### src/rtl/rtlola_player_pkg.sv
// Shared types and record-layout helpers for the RTLola event player.
// A record is {delta, mask[N_IN-1:0], val[N_IN-1:0]}, with val lane 0 in the LSBs.
package rtlola_player_pkg;

  typedef enum logic [2:0] {
    IDLE  = 3'd0,
    FETCH = 3'd1,
    WAIT  = 3'd2,
    DELAY = 3'd3,
    ISSUE = 3'd4,
    TAIL  = 3'd5,
    DONE  = 3'd6
  } state_e;

  // Shortest issue-to-issue spacing the FETCH/WAIT round trip allows.
  localparam int MIN_GAP = 3;

  function automatic int val_lsb(input int data_w, input int lane);
    return lane * data_w;
  endfunction

  function automatic int mask_lsb(input int n_in, input int data_w);
    return n_in * data_w;
  endfunction

  function automatic int delta_lsb(input int n_in, input int data_w);
    return n_in * data_w + n_in;
  endfunction

  function automatic int rec_width(input int dt_w, input int n_in, input int data_w);
    return dt_w + n_in + n_in * data_w;
  endfunction

endpackage

### src/rtl/rtlola_delay_timer.sv
// Saturating cycle counter measuring the distance from the last reference point
// (start or issue). Flags are evaluated one cycle ahead, because the state change they trigger lands on the next cycle.
module rtlola_delay_timer #(
  parameter int DT_W = 32
) (
  input  logic            clk,
  input  logic            rst,
  input  logic            en,
  input  logic            load,
  input  logic [DT_W-1:0] delta,
  output logic            due,
  output logic            late
);

  logic [DT_W-1:0] cnt_q, cnt_d;
  logic [DT_W:0]   ahead;

  always_comb begin
    cnt_d = cnt_q;
    if (en) begin
      if (load) begin
        cnt_d = {{(DT_W-1){1'b0}}, 1'b1};
      end else if (cnt_q != {DT_W{1'b1}}) begin
        cnt_d = cnt_q + 1'b1;
      end
    end
  end

  always_ff @(posedge clk or negedge rst) begin
    if (!rst) begin
      cnt_q <= '0;
    end else begin
      cnt_q <= cnt_d;
    end
  end

  assign ahead = {1'b0, cnt_q} + {{DT_W{1'b0}}, 1'b1};
  assign due   = (ahead >= {1'b0, delta});
  assign late  = (ahead >  {1'b0, delta});

endmodule

### src/rtl/rtlola_event_player.sv
// Replays timestamped input events from a synchronous event memory into the
// monitor, honouring its ready signal, then signals done after a fixed tail.
module rtlola_event_player #(
  parameter int N_IN     = 2,
  parameter int DATA_W   = 64,
  parameter int DT_W     = 32,
  parameter int ADDR_W   = 8,
  parameter int TAIL_CYC = 40
) (
  input  logic                             clk,
  input  logic                             rst,
  input  logic                             en,
  input  logic                             start,
  output logic [ADDR_W-1:0]                ev_addr,
  output logic                             ev_rd,
  input  logic [DT_W+N_IN+N_IN*DATA_W-1:0] ev_rdata,
  input  logic                             mon_ready,
  output logic [N_IN*DATA_W-1:0]           in_data,
  output logic [N_IN-1:0]                  new_in,
  output logic                             busy,
  output logic                             done,
  output logic [ADDR_W:0]                  ev_count,
  output logic [DT_W-1:0]                  late_count
);

  import rtlola_player_pkg::*;

  localparam int REC_W     = rec_width(DT_W, N_IN, DATA_W);
  localparam int MASK_LSB  = mask_lsb(N_IN, DATA_W);
  localparam int DELTA_LSB = delta_lsb(N_IN, DATA_W);

  state_e                 state_q, state_d;
  logic [ADDR_W-1:0]      addr_q, addr_d;
  logic [DT_W-1:0]        delta_q, delta_d;
  logic [N_IN-1:0]        mask_q, mask_d;
  logic [N_IN*DATA_W-1:0] val_q, val_d;
  logic [ADDR_W:0]        ev_count_q, ev_count_d;
  logic [DT_W-1:0]        late_count_q, late_count_d;

  logic [DT_W-1:0]        rd_delta;
  logic [N_IN-1:0]        rd_mask;
  logic [N_IN*DATA_W-1:0] rd_val;
  logic [N_IN*DATA_W-1:0] lane_data;

  logic                   tmr_load;
  logic [DT_W-1:0]        tmr_delta;
  logic                   tmr_due;
  logic                   tmr_late;
  logic                   late_inc;

  assign rd_delta = ev_rdata[DELTA_LSB +: DT_W];
  assign rd_mask  = ev_rdata[MASK_LSB +: N_IN];
  assign rd_val   = ev_rdata[N_IN*DATA_W-1:0];

  for (genvar gi = 0; gi < N_IN; gi++) begin : g_lane
    assign lane_data[val_lsb(DATA_W, gi) +: DATA_W] =
      mask_q[gi] ? val_q[val_lsb(DATA_W, gi) +: DATA_W] : {DATA_W{1'b0}};
  end

  rtlola_delay_timer #(
    .DT_W (DT_W)
  ) u_timer (
    .clk   (clk),
    .rst   (rst),
    .en    (en),
    .load  (tmr_load),
    .delta (tmr_delta),
    .due   (tmr_due),
    .late  (tmr_late)
  );

  always_comb begin
    state_d      = state_q;
    addr_d       = addr_q;
    delta_d      = delta_q;
    mask_d       = mask_q;
    val_d        = val_q;
    ev_count_d   = ev_count_q;
    late_count_d = late_count_q;
    tmr_load     = 1'b0;
    tmr_delta    = delta_q;
    late_inc     = 1'b0;
    ev_rd        = 1'b0;
    new_in       = '0;
    in_data      = '0;

    unique case (state_q)
      IDLE, DONE: begin
        if (en && start) begin
          state_d      = FETCH;
          addr_d       = '0;
          ev_count_d   = '0;
          late_count_d = '0;
          tmr_load     = 1'b1;
        end
      end
      FETCH: begin
        ev_rd = en;
        if (en) state_d = WAIT;
      end
      WAIT: begin
        // The record is still on the bus here, so judge it directly; an
        // already-due event skips DELAY to keep the MIN_GAP spacing.
        tmr_delta = rd_delta;
        if (en) begin
          delta_d = rd_delta;
          mask_d  = rd_mask;
          val_d   = rd_val;
          if (rd_mask == '0) begin
            state_d = TAIL;
          end else if (tmr_due && mon_ready) begin
            state_d  = ISSUE;
            late_inc = tmr_late;
          end else begin
            state_d = DELAY;
          end
        end
      end
      DELAY: begin
        if (en && tmr_due && mon_ready) begin
          state_d  = ISSUE;
          late_inc = tmr_late;
        end
      end
      ISSUE: begin
        in_data = lane_data;
        if (en) begin
          new_in   = mask_q;
          tmr_load = 1'b1;
          if (ev_count_q != {(ADDR_W+1){1'b1}}) ev_count_d = ev_count_q + 1'b1;
          if (addr_q == {ADDR_W{1'b1}}) begin
            state_d = TAIL;
          end else begin
            state_d = FETCH;
            addr_d  = addr_q + 1'b1;
          end
        end
      end
      TAIL: begin
        // Tail is timed from the last issue (or from start if nothing issued).
        tmr_delta = DT_W'(TAIL_CYC);
        if (en && tmr_due) state_d = DONE;
      end
      default: state_d = IDLE;
    endcase

    if (late_inc && late_count_q != {DT_W{1'b1}}) late_count_d = late_count_q + 1'b1;
  end

  always_ff @(posedge clk or negedge rst) begin
    if (!rst) begin
      state_q      <= IDLE;
      addr_q       <= '0;
      delta_q      <= '0;
      mask_q       <= '0;
      val_q        <= '0;
      ev_count_q   <= '0;
      late_count_q <= '0;
    end else begin
      state_q      <= state_d;
      addr_q       <= addr_d;
      delta_q      <= delta_d;
      mask_q       <= mask_d;
      val_q        <= val_d;
      ev_count_q   <= ev_count_d;
      late_count_q <= late_count_d;
    end
  end

  assign ev_addr    = addr_q;
  assign busy       = (state_q == FETCH) || (state_q == WAIT) || (state_q == DELAY) ||
                      (state_q == ISSUE) || (state_q == TAIL);
  assign done       = (state_q == DONE);
  assign ev_count   = ev_count_q;
  assign late_count = late_count_q;

endmodule

### config.mk
export PLATFORM = sky130hd
export DESIGN_NAME = rtlola_event_player
export DESIGN_NICKNAME = d
export VERILOG_FILES = /design/src/rtl/rtlola_player_pkg.sv /design/src/rtl/rtlola_delay_timer.sv /design/src/rtl/rtlola_event_player.sv
export SDC_FILE = /design/constraint.sdc
export NUM_CORES = 1
export LEC_CHECK = 0
export BUFFER_PORTS_ARGS = -buffer_cell sky130_fd_sc_hd__buf_4
export CORE_ASPECT_RATIO = 1.75
export CORE_UTILIZATION = 35
export DETAILED_ROUTE_END_ITERATION = 8
export PLACE_DENSITY = 0.65
export SLEW_MARGIN = 0
export SYNTH_ARGS = -nofsm -noshare
export SYNTH_HDL_FRONTEND = slang
export SYNTH_SLANG_ARGS = --single-unit
### constraint.sdc
create_clock -name clk -period 5.5 [get_ports clk]
set_clock_uncertainty 0.2 [all_clocks]
set_input_delay 0.275 -clock clk [delete_from_list [all_inputs] [get_ports clk]]
set_output_delay 0.275 -clock clk [all_outputs]
set_load 0.005 [all_outputs]
# == After elaboration in Yosys (flattened, before gate mapping) ==
# Index checks and enable logic that the tools add are counted.
# word_totals
output_inout_bits,182
in_bits,167
reg_bits,246
# op_classes
add_sub_neg,5
muxes,38
eq_ne,18
n_reduce_logical,22
n_lt_le_gt_ge,2
# op_table
cell,count
two-way mux 32 bit,5
two-way mux 128 bit,1
two-way mux 64 bit,2
"adder 32 x 1 -> 32 bit, second input constant",2
"!= test 32 bit, second input constant",2
case mux 32 bit (2 select lines),1
"adder 32 x 1 -> 33 bit, second input constant",1
greater-or-equal comparator 33 x 32 -> 1 bit,1
> comparator 33 x 32 -> 1 bit,1
two-way mux 3 bit,9
two-way mux 9 bit,3
two-way mux 8 bit,3
case mux 3 bit (6 select lines),1
case mux 9 bit (2 select lines),1
"!= test 2 bit, second input constant",8
case mux 8 bit (2 select lines),1
"adder 9 x 1 -> 9 bit, second input constant",1
"== test 3 bit, second input constant",3
"!= test 9 bit, second input constant",1
"adder 8 x 1 -> 8 bit, second input constant",1
"== test 8 bit, second input constant",1
AND reduction 4 bit,2
nonzero test 2 bit,4
two-way mux 1 bit,7
other kinds (11),23

# == Logic depth before layout (Yosys ltp) ==
# Gate-level depths: netlist (run 1).
# depth
word_depth,11
ltp_mapped,19
mapped_depth_nobuf,15

# == By module ==
# Synthesis (run 1) repeated with hierarchy kept, for this count alone.
# hier_totals
cells_unflattened,1249
area_unflattened_um2,13490.4
# by_module_without_submodules
mod,n_inst,seq_area_each_um2,cells_per_inst,area_each_um2
rtlola_event_player,1,5355.1,883,10287.4
rtlola_delay_timer,1,800.8,366,3203.1

# == Least setup slack after synthesis (run 1) ==
# OpenSTA, ideal clock, no wires.
# synth_timing
path_type,register -> register
start,register u_timer.cnt_q[2]
end,register late_count_q[23] (netlist: late_count[23])
required_time_ns,5.174
n_path_buf,5
path_stages_with_launch,20
setup_slack_ns,1.602
setup_ns,0.126
synth_period_minus_slack_ns,3.898
t_arrival_ns,3.572
cell_sequence,dfrtp_1 > and4_1 > and3_1 > clkbuf_1 > and3_1 > buf_2 > and3_1 > clkbuf_1 > nand3_1 > xnor2_1 > ha_1 > nand3_1 > o221ai_1 > a31oi_1 > nand2_1 > nor3_2 > nor2_1 > buf_4 > buf_6 > a221o_1
# synth_via
elab_chain_cells,10
word_cells_on_any_way,16
# synth_rtl
element,line_no,rtl
start: declaration,rtlola_delay_timer.sv:15,"logic [DT_W-1:0] cnt_q, cnt_d;"
start signal: assignment,rtlola_delay_timer.sv:33,cnt_q <= cnt_d;
adder 32 x 1 -> 33 bit (*),rtlola_delay_timer.sv:37,"assign ahead = {1'b0, cnt_q} + {{DT_W{1'b0}}, 1'b1};"
greater-or-equal comparator 33 x 32 -> 1 bit,rtlola_delay_timer.sv:38,"assign due = (ahead >= {1'b0, delta});"
logical AND 1 bit,rtlola_event_player.sv:111,end else if (tmr_due && mon_ready) begin
two-way mux 1 bit,rtlola_event_player.sv:111,
two-way mux 1 bit,rtlola_event_player.sv:109,if (rd_mask == '0) begin
two-way mux 1 bit,rtlola_event_player.sv:105,if (en) begin
case mux 1 bit (2 select lines) (*),rtlola_event_player.sv:87,unique case (state_q)
logical AND 1 bit (*),rtlola_event_player.sv:147,if (late_inc && late_count_q != {DT_W{1'b1}}) late_count_d = late_count_q + 1'b1;
nonzero test 2 bit (no source line),n/a,
AND reduction 2 bit (no source line),n/a,
end signal: assignment,rtlola_event_player.sv:166,late_count_q <= late_count_d;
end: declaration,rtlola_event_player.sv:38,"logic [DT_W-1:0] late_count_q, late_count_d;"
# Every way passes the cells marked *; elsewhere a longest branch is shown, timed or not.
# A chain may end at the register's enable or synchronous reset.

# == Worst setup path in the final report (run 1) ==
# layout_timing
start,register u_timer.cnt_q[0]
end,register late_count_q[12] (netlist: late_count[12])
# The elaborated chain is that of the path after synthesis.

==> results.md, run 1 <==
- Status: completed
- Critical R2R Capture: late_count[12]$_DFFE_PN0P_
- Final #Nets: 1880
- RePlAce Congestion: 0.843
- Root Buffer: clkbuf_16
- Syn avg cell area: 10.8 um^2
- Tot Pwr: 5.74 mW
- Critical path class: reg -> reg
- Port-buffer cells: 348
- CTS tree: built
- # IOs: 349
- Critical-path maximum fanout: 31
- Met3 Track Usage GR: 0.0296
- H-tree depth: 1
- Inst Count DP: 1956
- Sequential share of the synthesized area: 0.474
- Met1 Track Usage GR: 0.230
- Non-Filler Instances: 2172
- Flops & latches, synth: 246
- Overflow left after global routing: 0
- Drt drc: 0
- P_leak: 9.44 nW
- First-pass GRT wire length: 62900 um
- Row Count: 93
- Routed via count: 11500
- CTS Buffer Depth: 3
- Crit share post-route: 0.832
- Final setup fails: 0
- Worst Setup EP: late_count[12]$_DFFE_PN0P_
- Number of global-route vias before repair: 11900
- CP max-delay cell: a2111oi_0
- Worst slew pin tran: 1130 ps
- Final Max Slew Viols: 0
- Clk Latency, worst-skew pair: 550 ps
- Initial Util: 0.355
- Total die area: 37900 um^2
- Fraction of registers with async set/reset: 1.00
- Critical path launch point: u_timer.cnt_q[0]$_DFFE_PN0P_
- Final Hold Fails: 0
- Largest net degree at the start of global routing: 153
- CTS Buf Count: 26
- Grt peak-use layer: met2
- Most used cell, CP: ha_1
- Ys flop type: dfrtp_1
- Layout area overhead: 43.0%
- Post-synth EDFFs: 0
- CP Buf/Inv Count: 1
- CP Data Arrival Time: 4860 ps
- Fillcell total: 3237
- Worst Setup End Kind: register
- CP delay by family, top: simple AND/OR/NAND/NOR gates
- Slowest Stage Delay on Critical Path: 510 ps
- Power Dens Cells: 309 nW/um^2
- Layout cells sized above 1: 0.354
- Max Cap Viol: 0
- Post-DP HPWL: 26600 um
- Max Fclk: 219 MHz
- Hold_ws: 116 ps
- Register area: 6160 um^2
- Die height: 257 um
- Drt pass-1 iters: 5
- Die width: 148 um
- RSZ-0062 raised after global routing: false
- Sum Neg Setup Slack: 0 ps
- R2R Path Start: u_timer.cnt_q[0]$_DFFE_PN0P_
- Syn nets: 1410
- Worst path cell trace: ha_1 > nand4_1 > nor4_4 > and2_1 > and3_1 > xor2_1 > ha_1 > a21oi_1 > o21ai_1 > a2111oi_0 > nor2_1 > or3_1 > a21oi_2 > buf_4 > a221o_1
- Commonest non-fill, non-tap cells in the layout: buf_4 (359), dfrtp_1 (246), dlygate4sd3_1 (167), mux2_2 (165), and3_1 (154)
- CP required: 5790 ps
- CTS resizes: 0
- Vias per cell: 5.31
- Commonest non-fill, non-tap cell in the layout: buf_4
- Area of the mapped netlist: 13000 um^2
- Reg2reg setup slack: 920 ps
- Post-Synthesis Cells: 1206
- Slew headroom: 0.249
- Antenna Nets Post-Route: 0
- YS warnings: 0
- Total GRT Usage: 0.207
- Iter 0 DRT Violations: 452
- Area occupied by multi-input gates: 6480 um^2
- Peak VDD IR: 0.255 mV
- Avg WL per Cell: 18.3 um
- Core area: 36700 um^2
- Min cycle time layout: 4580 ps
- Clock transition at path regs: 60 ps
- GR Layer Usage met2: 0.379
- Distinct cells, synth: 62
- Clock tree sinks: 246
- Antenna violations before repair: 1
- WP depth: 15
- DRT Wirelength: 39800 um
- Hold Crit Class: in -> async
- CP startpoint kind: register
- Cells on worst reg2reg path: 15
per-stage QoR:
step                      setup WS (ps)  area, um^2   util
after floorplan                    1600       13000      -
after global placement             1050       16000  0.437
after detailed placement            964       16000  0.437
after CTS                           921       18600  0.507
after global routing                610       18600  0.507
final                               924       18600  0.507
power by group:
group	switching, mW	internal (mW)	leakage [nW]
Combinational	0.544	0.708	5.72
Clock	0.782	1.10	0.440
Sequential	0.285	2.33	3.27
sequential cells by signal, indices dropped and copies added (netlist names):
name           flops
u_timer.cnt_q     32
ev_addr            8
ev_count           9
state_q            3
late_count        32
delta_q           32
val_q            128
mask_q             2
cells by family after synthesis:
family	after synthesis	share of synthesized area
fa+ha+maj	37	0.0356
simple gates	452	0.192
buf+inv	95	0.0308
compound gates	168	0.0960
mux	166	0.144
flops	246	0.474
xor+xnor	42	0.0283
cell usage after synthesis, types with 23 or more instances:
master / number / area [um^2]
a221o_1: 26 / 260
a22o_1: 25 / 219
a22oi_1: 26 / 195
and3_1: 154 / 963
clkbuf_1: 65 / 244
dfrtp_1: 246 / 6160
ha_1: 37 / 463
mux2_2: 165 / 1860
nand2_1: 89 / 334
nand3_1: 38 / 190
nor2_1: 65 / 244
nor3_1: 31 / 155
o21ai_0: 23 / 115
xor2_1: 24 / 210
worst min-delay path by stage:
| stage | slack (ps) | start | end | depth (start not counted) |
|---|---|---|---|---|
| 2_1_floorplan | -220 | rst | delta_q[0]$_DFFE_PN0P_ | 0 |
| 3_3_place_gp | 140 | rst | val_q[39]$_DFFE_PN0P_ | 1 |
| 3_5_place_dp | 130 | rst | val_q[39]$_DFFE_PN0P_ | 1 |
| 4_1_cts | 140 | rst | val_q[39]$_DFFE_PN0P_ | 2 |
| 5_1_grt | 180 | rst | val_q[39]$_DFFE_PN0P_ | 2 |
| 6_report | 120 | rst | val_q[39]$_DFFE_PN0P_ | 2 |
cell type report:
class,count,area share
multi-input combinational,865,0.348
sequential,246,0.331
timing repair buffer,529,0.238
clock buffer,33,0.0397
tap,475,0.0320
clock inverter,15,0.00915
inverter,8,0.00162
antenna,1,0.000135
worst reg2reg max path: cells and delay by family (launching register included):
| family | cells | cell delay, ps |
|---|---|---|
| compound gates | 5 | 1130 |
| simple gates | 6 | 1680 |
| buf+inv | 1 | 350 |
| xor+xnor | 1 | 220 |
| fa+ha+maj | 2 | 510 |
| flops | 1 | 430 |
repair_timing:
item | in CTS | in global routing
setup buffers | 0 | 0
hold endpoints to repair | 259 | 0
hold buffers | 167 | 0
metal layers:
layer  vias to the layer above  share of wire
met4                         0          0.045
met5                         -              0
met2                       357           0.53
met3                        92          0.048
li1                       5373              -
met1                      5717           0.38
Power figures use the tool's default switching activity.
==> inputs of run 2 (changes only) <==
- PLACE_DENSITY: 0.65 -> 0.67
- clock period: 5.5 -> 4.11 ns (I/O delays scaled with it)
==> results.md, run 2 (same netlist as run 1, synthesis figures left out) <==
- Commonest non-fill, non-tap cell in the layout: buf_4
- Commonest non-fill, non-tap cells in the layout: buf_4 (400), dfrtp_1 (245), dlygate4sd3_1 (167), mux2_2 (165), and3_1 (151)
- Critical path class: reg -> reg
- Internal power: 5.56 mW
- Die width: 148 um
- Cells on worst reg2reg path: 16
- H-tree depth: 1
- Reg2reg setup slack: 170 ps
- Overflow left after global routing: 0
- CP Buf/Inv Count: 3
- CP delay by family, top: simple AND/OR/NAND/NOR gates
- Routed via count: 11700
- Iter 0 DRT Violations: 500
- Max reg flops: 128
- Row Count: 93
- Post-DP HPWL: 27600 um
- Combinational share of power: 0.220
- Peak VDD IR: 0.367 mV
- Slew headroom: 0.190
- Final #Nets: 1932
- First-pass GRT wire length: 64900 um
- Root Buffer: clkbuf_16
- Critical-path maximum fanout: 8
- Largest register by flop count: val_q
- CP max-delay cell: or3_4
- Worst Setup End Kind: register
- CP startpoint kind: register
- Min cycle time layout: 3940 ps
- CP Data Arrival Time: 4210 ps
- Port-buffer cells: 348
- CTS Buffer Depth: 3
- CTS Buf Count: 26
- R2R Path Start: u_timer.cnt_q[16]$_DFFE_PN0P_
- Slowest Stage Delay on Critical Path: 430 ps
- Worst slew pin tran: 1220 ps
- DRT Wirelength: 41700 um
- Max Cap Viol: 0
- Critical R2R Capture: late_count[14]$_DFFE_PN0P_
- Worst path cell trace: and4_4 > and4_1 > and2_1 > and3_1 > xor2_2 > ha_1 > a21oi_1 > o21ai_1 > a2111oi_4 > buf_4 > nor2_1 > or3_4 > a21oi_4 > buf_12 > clkbuf_16 > a221o_1
- Clk Latency, worst-skew pair: 550 ps
- Seq pwr share: 0.462
- CTS tree: built
- P_leak: 9.77 nW
- RePlAce Congestion: 0.875
- Final setup fails: 0
- Max Fclk: 254 MHz
- CP required: 4390 ps
- Antenna violations before repair: 1
- Sum Neg Setup Slack: 0 ps
- Largest net degree at the start of global routing: 117
- Total die area: 37900 um^2
- Antenna Nets Post-Route: 0
- Final Max Slew Viols: 0
- Total GRT Usage: 0.213
- Vias per cell: 5.28
- Psw: 2.18 mW
- Sw frac: 0.282
- Clk network pwr share: 0.318
- Number of global-route vias before repair: 12400
- Drt drc: 0
- Status: completed
- Layout cells sized above 1: 0.380
- Layout area overhead: 47.6%
- Die height: 257 um
- Clock transition at path regs: 60 ps
- Final Hold Fails: 0
- Fillcell total: 3161
- Clock tree sinks: 246
- Core area: 36700 um^2
- Avg WL per Cell: 18.8 um
- Crit share post-route: 0.957
- Power Dens Cells: 404 nW/um^2
- Hold Crit Class: in -> async
- # IOs: 349
- Drt pass-1 iters: 5
- Tot Pwr: 7.74 mW
- Initial Util: 0.355
## run 2: cell types whose count changed in the layout (fill, tap and decap cells not counted), sizes merged
cell / change
diode: +1
clkinvlp: -3
bufinv: -1
clkbuf: +5
buf: +50
inv: -1
## run 2: final cells by class
class / count / area [um^2] / share of cell area
Tap cell: 475 / 594 / 0.0310
Timing Repair Buffer: 581 / 4950 / 0.258
Inverter: 8 / 30.0 / 0.00157
Clock buffer: 36 / 779 / 0.0407
Clock inverter: 10 / 106 / 0.00555
Multi-Input combinational cell: 865 / 6550 / 0.342
Sequential cell: 246 / 6160 / 0.321
Antenna cell: 2 / 5.00 / 0.000261
## run 2: repair_timing
action,CTS,global route
gates resized for setup,2,14
pin swaps,0,8
cloned,0,3
buffers inserted,0,5
endpoints found under the setup margin,31,31
hold endpoints to repair,280,0
hold buffers,167,0
## run 2: power by group through the flow
stage | registers, mW | clock network, mW | logic [mW]
floorplan | 3.39 | 0 | 1.09
global placement | 3.55 | 0 | 1.48
finish | 3.58 | 2.46 | 1.70
CTS | 3.56 | 2.53 | 1.69
detailed placement | 3.60 | 0 | 1.55
global route | 3.66 | 2.61 | 1.87
## run 2: per-stage QoR
| stage | util | instance area [um^2] | setup WS [ps] | hold slack [ps] | std cells |
|---|---|---|---|---|---|
| floorplan | - | 13000 | 212 | -290 | 1206 |
| global route | 0.523 | 19200 | -12.8 | 215 | 2223 |
| detailed placement | 0.448 | 16400 | -163 | 186 | 2000 |
| CTS | 0.518 | 19000 | 56.5 | 187 | 2213 |
| finish | 0.523 | 19200 | 175 | 140 | 2223 |
| global placement | 0.448 | 16400 | -111 | 178 | 2000 |
## run 2: worst max path at each step
| stage | start | to | slack, ps | cells after the start |
|---|---|---|---|---|
| 5_1_grt | u_timer.cnt_q[16]$_DFFE_PN0P_ | late_count[15]$_DFFE_PN0P_ | -10 | 17 |
| 4_1_cts | u_timer.cnt_q[0]$_DFFE_PN0P_ | late_count[14]$_DFFE_PN0P_ | 60 | 16 |
| 3_5_place_dp | u_timer.cnt_q[0]$_DFFE_PN0P_ | late_count[9]$_DFFE_PN0P_ | -160 | 16 |
| 6_report | u_timer.cnt_q[16]$_DFFE_PN0P_ | late_count[14]$_DFFE_PN0P_ | 170 | 16 |
| 3_3_place_gp | u_timer.cnt_q[5]$_DFFE_PN0P_ | late_count[11]$_DFFE_PN0P_ | -110 | 16 |
| 2_1_floorplan | u_timer.cnt_q[2]$_DFFE_PN0P_ | late_count[23]$_DFFE_PN0P_ | 210 | 19 |
## run 2: routing by layer
layer	GRT usage	up-vias	wire length (um)
met4	0.113	0	2070
met5	0	-	0
met3	0.0340	118	2040
li1	-	5459	-
met1	0.231	5754	15400
met2	0.392	409	22200
